[config.mk]
export PLATFORM = sky130hd
export DESIGN_NAME = parking_gate_controller
export DESIGN_NICKNAME = d
export VERILOG_FILES = /design/src/rtl/parking_gate_controller.sv
export SDC_FILE = /design/constraint.sdc
export NUM_CORES = 1
export LEC_CHECK = 0
export CAP_MARGIN = 25
export CORE_MARGIN = 3
export CORE_UTILIZATION = 42
export CTS_CLUSTER_DIAMETER = 30
export DETAILED_ROUTE_END_ITERATION = 6
export PLACE_DENSITY = 0.77
export SETUP_SLACK_MARGIN = 0.3
export SYNTH_ARGS = -nofsm -noshare
export SYNTH_HDL_FRONTEND = slang
export SYNTH_SLANG_ARGS = --single-unit
[constraint.sdc]
create_clock -name clk -period 1.49 [get_ports clk]
set_input_delay 0.149 -clock clk [delete_from_list [all_inputs] [get_ports clk]]
set_output_delay 0.149 -clock clk [all_outputs]
set_load 0.005 [all_outputs]
[src/rtl/parking_gate_controller.sv]
// Parking-lot entry gate controller: occupancy counter with saturation and sticky
// error, plus a three-state entry gate FSM with an open-time limit.
module parking_gate_controller #(
    parameter int CAPACITY     = 8,
    parameter int CNT_W        = 4,
    parameter int GATE_TIMEOUT = 16
) (
    input  logic             clk,
    input  logic             reset,
    input  logic             car_enter,
    input  logic             car_exit,
    input  logic             entry_req,
    output logic             gate_open,
    output logic             lot_full,
    output logic [CNT_W-1:0] occupancy,
    output logic [CNT_W-1:0] free_spaces,
    output logic             error
);

    localparam int TMR_W = $clog2(GATE_TIMEOUT + 1);
    localparam logic [CNT_W-1:0] CAP_C     = CNT_W'(CAPACITY);
    localparam logic [TMR_W-1:0] TMR_LAST  = TMR_W'(GATE_TIMEOUT - 1);

    typedef enum logic [1:0] {
        ST_IDLE  = 2'd0,
        ST_OPEN  = 2'd1,
        ST_CLOSE = 2'd2
    } gate_state_t;

    gate_state_t      r_state;
    gate_state_t      w_next_state;
    logic [TMR_W-1:0] r_timer;
    logic [TMR_W-1:0] w_timer_nxt;
    logic             r_gate_open;
    logic             w_gate_open_nxt;
    logic [CNT_W-1:0] r_occupancy;
    logic [CNT_W-1:0] w_occupancy_nxt;
    logic             r_error;
    logic             w_error_nxt;
    logic             w_lot_full;

    // Full/free status comes only from the registered count.
    assign w_lot_full  = (r_occupancy == CAP_C);
    assign lot_full    = w_lot_full;
    assign free_spaces = CAP_C - r_occupancy;
    assign occupancy   = r_occupancy;
    assign error       = r_error;
    assign gate_open   = r_gate_open;

    // Gate FSM state register, open timer and registered gate output.
    always_ff @(posedge clk) begin
        if (reset) begin
            r_state     <= ST_IDLE;
            r_timer     <= {TMR_W{1'b0}};
            r_gate_open <= 1'b0;
        end else begin
            r_state     <= w_next_state;
            r_timer     <= w_timer_nxt;
            r_gate_open <= w_gate_open_nxt;
        end
    end

    // Gate FSM next-state logic; car_enter outranks the timeout.
    always_comb begin
        w_next_state = r_state;
        case (r_state)
            ST_IDLE: begin
                if (entry_req && !w_lot_full) begin
                    w_next_state = ST_OPEN;
                end else begin
                    w_next_state = ST_IDLE;
                end
            end
            ST_OPEN: begin
                if (car_enter || (r_timer == TMR_LAST)) begin
                    w_next_state = ST_CLOSE;
                end else begin
                    w_next_state = ST_OPEN;
                end
            end
            ST_CLOSE: w_next_state = ST_IDLE;
            default:  w_next_state = ST_IDLE;
        endcase
    end

    // Gate FSM outputs: timer restarts at 0 on each entry into OPEN.
    always_comb begin
        w_gate_open_nxt = (w_next_state == ST_OPEN);
        if ((r_state == ST_OPEN) && (w_next_state == ST_OPEN)) begin
            w_timer_nxt = r_timer + TMR_W'(1);
        end else begin
            w_timer_nxt = {TMR_W{1'b0}};
        end
    end

    // Occupancy next value with saturation and sticky error.
    always_comb begin
        w_occupancy_nxt = r_occupancy;
        w_error_nxt     = r_error;
        if (car_enter && !car_exit) begin
            if (w_lot_full) begin
                w_error_nxt = 1'b1;
            end else begin
                w_occupancy_nxt = r_occupancy + CNT_W'(1);
            end
        end else if (car_exit && !car_enter) begin
            if (r_occupancy == {CNT_W{1'b0}}) begin
                w_error_nxt = 1'b1;
            end else begin
                w_occupancy_nxt = r_occupancy - CNT_W'(1);
            end
        end else begin
            w_occupancy_nxt = r_occupancy;
        end
    end

    // Occupancy and error registers.
    always_ff @(posedge clk) begin
        if (reset) begin
            r_occupancy <= {CNT_W{1'b0}};
            r_error     <= 1'b0;
        end else begin
            r_occupancy <= w_occupancy_nxt;
            r_error     <= w_error_nxt;
        end
    end

endmodule

==> flow_summary.json, run 1 <==
{
  "crit_slowest_cell": "dfxtp_4",
  "ys_seq_elements": 13,
  "drv_slew": 0,
  "numCtsBuffers": 3,
  "yosys.area.top_type": "dfxtp_1",
  "cts_root_buf": "clkbuf_4",
  "hold_start": "error",
  "setup-tns-final_ps": -31.9,
  "synth.avg_cell_area_um2": 9.18,
  "async_reset_ff_share_pct": 0,
  "seqCellArea_um2": 279,
  "globalRouteOverflowTotal": 0,
  "crit_required_ps": 1670,
  "grt_max_degree": 9,
  "grt_antenna_before_repair": 0,
  "cts.sink_count": 13,
  "path_clk_slew_ps": 90,
  "critPathKind": "flop to flop",
  "synthTopCellsByCount": "dfxtp_1, nor2_1, inv_1",
  "arrival_ps": 1700,
  "cts_buffer_depth": 2,
  "wl_per_cell_um": 20.0,
  "start_util_pct": 48.6,
  "stdcell_count": 128,
  "rsz0062_at_grt": "yes",
  "multiInputGateArea_um2": 583,
  "dp.cells": 113,
  "track_usage_pct": 22.2,
  "max_stage_delay_ps": 370,
  "fin_skew_ps": 10.8,
  "cts.htree.levels": 1,
  "hold_path_class": "flop to flop",
  "route.vias.total": 718,
  "n_fill_cell": 68,
  "seq_area_frac_synth_pct": 38.3,
  "antennaDiodeCount": 0,
  "synth_cells": 74,
  "fin_crit_sh_pct": 102,
  "crit_fanout": 6,
  "fin_area_um2": 1250,
  "syn2layout_area_growth_pct": 83.8,
  "ant_nets": 0,
  "io_pins": 16,
  "r2r_start": "occupancy[1]",
  "via_per_inst": 5.61,
  "pre_cts_slack_ps": -451,
  "cts_tree": "yes",
  "tightest_slew_ps": 408,
  "irDropWorstVdd_mv": 1.40,
  "maxCapViolCount": 0,
  "max_slew_margin_pct": 72.7,
  "rows": 13,
  "total_power_mw": 2.40,
  "startpoint": "occupancy[1]",
  "p_leak_nw": 0.513,
  "setup.worst_path.end_class": "flop",
  "setup_viol": 2,
  "ys_types": 28,
  "start_kind": "flop",
  "fp.dieH_um": 46.2,
  "violations": "setup timing",
  "finalHoldViolations": 0,
  "synth_edf_count": 0,
  "status": "complete, but fails checks",
  "place_area_um2": 987,
  "grt_pass1_vias": 717,
  "yosysWarnings": 0,
  "grt_pass1_wl_um": 3270,
  "hpwlAfterDp_um": 1100,
  "fmax_mhz": 659,
  "io_buffers": 15,
  "die_x_um": 46.2,
  "synth_ff_type": "dfxtp_1",
  "synthesis.nets": 86,
  "drt_iter0_markers": 17,
  "yosysMostFrequentCell": "dfxtp_1",
  "syn-cell-area_um2": 679,
  "clock_latency_ps": 290,
  "core_area_um2": 1400,
  "fin_nets": 126,
  "layout_setup_ws_ps": -27.1,
  "gp_congestion": 0.743,
  "fin_crit_ps": 1520,
  "powerDensity_nw_per_um2": 1920,
  "yosysTopAreaCellShare_pct": 38.3,
  "synthTopCellsByArea": "dfxtp_1, ha_1, nor2_1",
  "die-area_um2": 2140,
  "wirelength_um": 2570,
  "whs_ps": 488,
  "drc": 0,
  "path_cells": "inv_1, ha_4, nor2b_4, buf_6, a21oi_4, buf_4, xnor2_1, nor2_1",
  "drive_above_1_share_pct": 62.8,
  "dr.pass1.iters": 4,
  "final_core_util_pct": 89.3
}
## cell type report
type	count	share of cell area [%]
multi-input combinational	51	46.7
sequential	13	22.3
tap	15	1.50
clock buffer	4	2.10
inverter	8	2.61
timing repair buffer	37	24.7
## repair_timing
item                                    CTS  global route
gates resized for setup                  55            23
endpoints found under the setup margin   23            18
pin swaps                                16            13
buffers inserted                          6             5
hold buffers                              0             0
## worst paths after layout
| kind | endpoint | slack [ps] | depth (start not counted) |
|---|---|---|---|
| min reg2reg | error | 490 | 2 |
| max | occupancy[0] | -30 | 8 |
| min | error | 490 | 2 |
| max reg2reg | occupancy[0] | -30 | 8 |
## cell families after synthesis
kind of cell,count (synthesis),synth area share [%]
and+or+nand+nor,28,20.6
DFF,13,38.3
buffers and inverters,10,6.08
AOI/OAI and AO/OA,8,9.39
xor gates and xnor gates,7,10.1
adders and majority gates,7,14.0
muxes,1,1.47
## critical path: cells and delay by family (launching register included)
| kind | cells | cell delay [ps] |
|---|---|---|
| buffers and inverters | 3 | 340 |
| xor gates and xnor gates | 1 | 110 |
| AOI/OAI and AO/OA | 1 | 230 |
| and+or+nand+nor | 2 | 190 |
| DFF | 1 | 370 |
| adders and majority gates | 1 | 170 |
## routing by layer
metal | routed length (um) | track usage, % | up-vias
li1 | - | - | 331
met1 | 971 | 24.3 | 347
met2 | 1370 | 41.5 | 26
met3 | 108 | 6.25 | 14
met4 | 110 | 5.11 | 0
met5 | 0 | 0 | -
## registers in the layout, summed over array words and instances, names as in the netlist
signal,cells
r_state,2
gate_open,1
occupancy,4
r_timer,5
error,1
## power breakdown
| group | internal [mW] | switching [mW] |
|---|---|---|
| Clock | 0.104 | 0.128 |
| Combinational | 0.902 | 0.727 |
| Sequential | 0.444 | 0.0948 |
## cell usage in the layout (no fill, tap or decap), types with 4 or more instances in the layout
| cell type | synthesis | layout |
|---|---|---|
| buf_6 | 0 | 6 |
| nor2_2 | 0 | 6 |
| dfxtp_4 | 0 | 4 |
| buf_2 | 0 | 6 |
| inv_1 | 8 | 5 |
| ha_4 | 0 | 6 |
| dfxtp_1 | 13 | 6 |
| buf_4 | 1 | 15 |
| dlygate4sd2_1 | 0 | 5 |
| nor2_1 | 12 | 4 |
Note: power is estimated with default switching activity, not from simulation.
==> inputs of run 2 (changes only) <==
- CAP_MARGIN: 25 -> unset
==> results of run 2 <==
Final layout, timing and power as in run 1 (identical DEF).
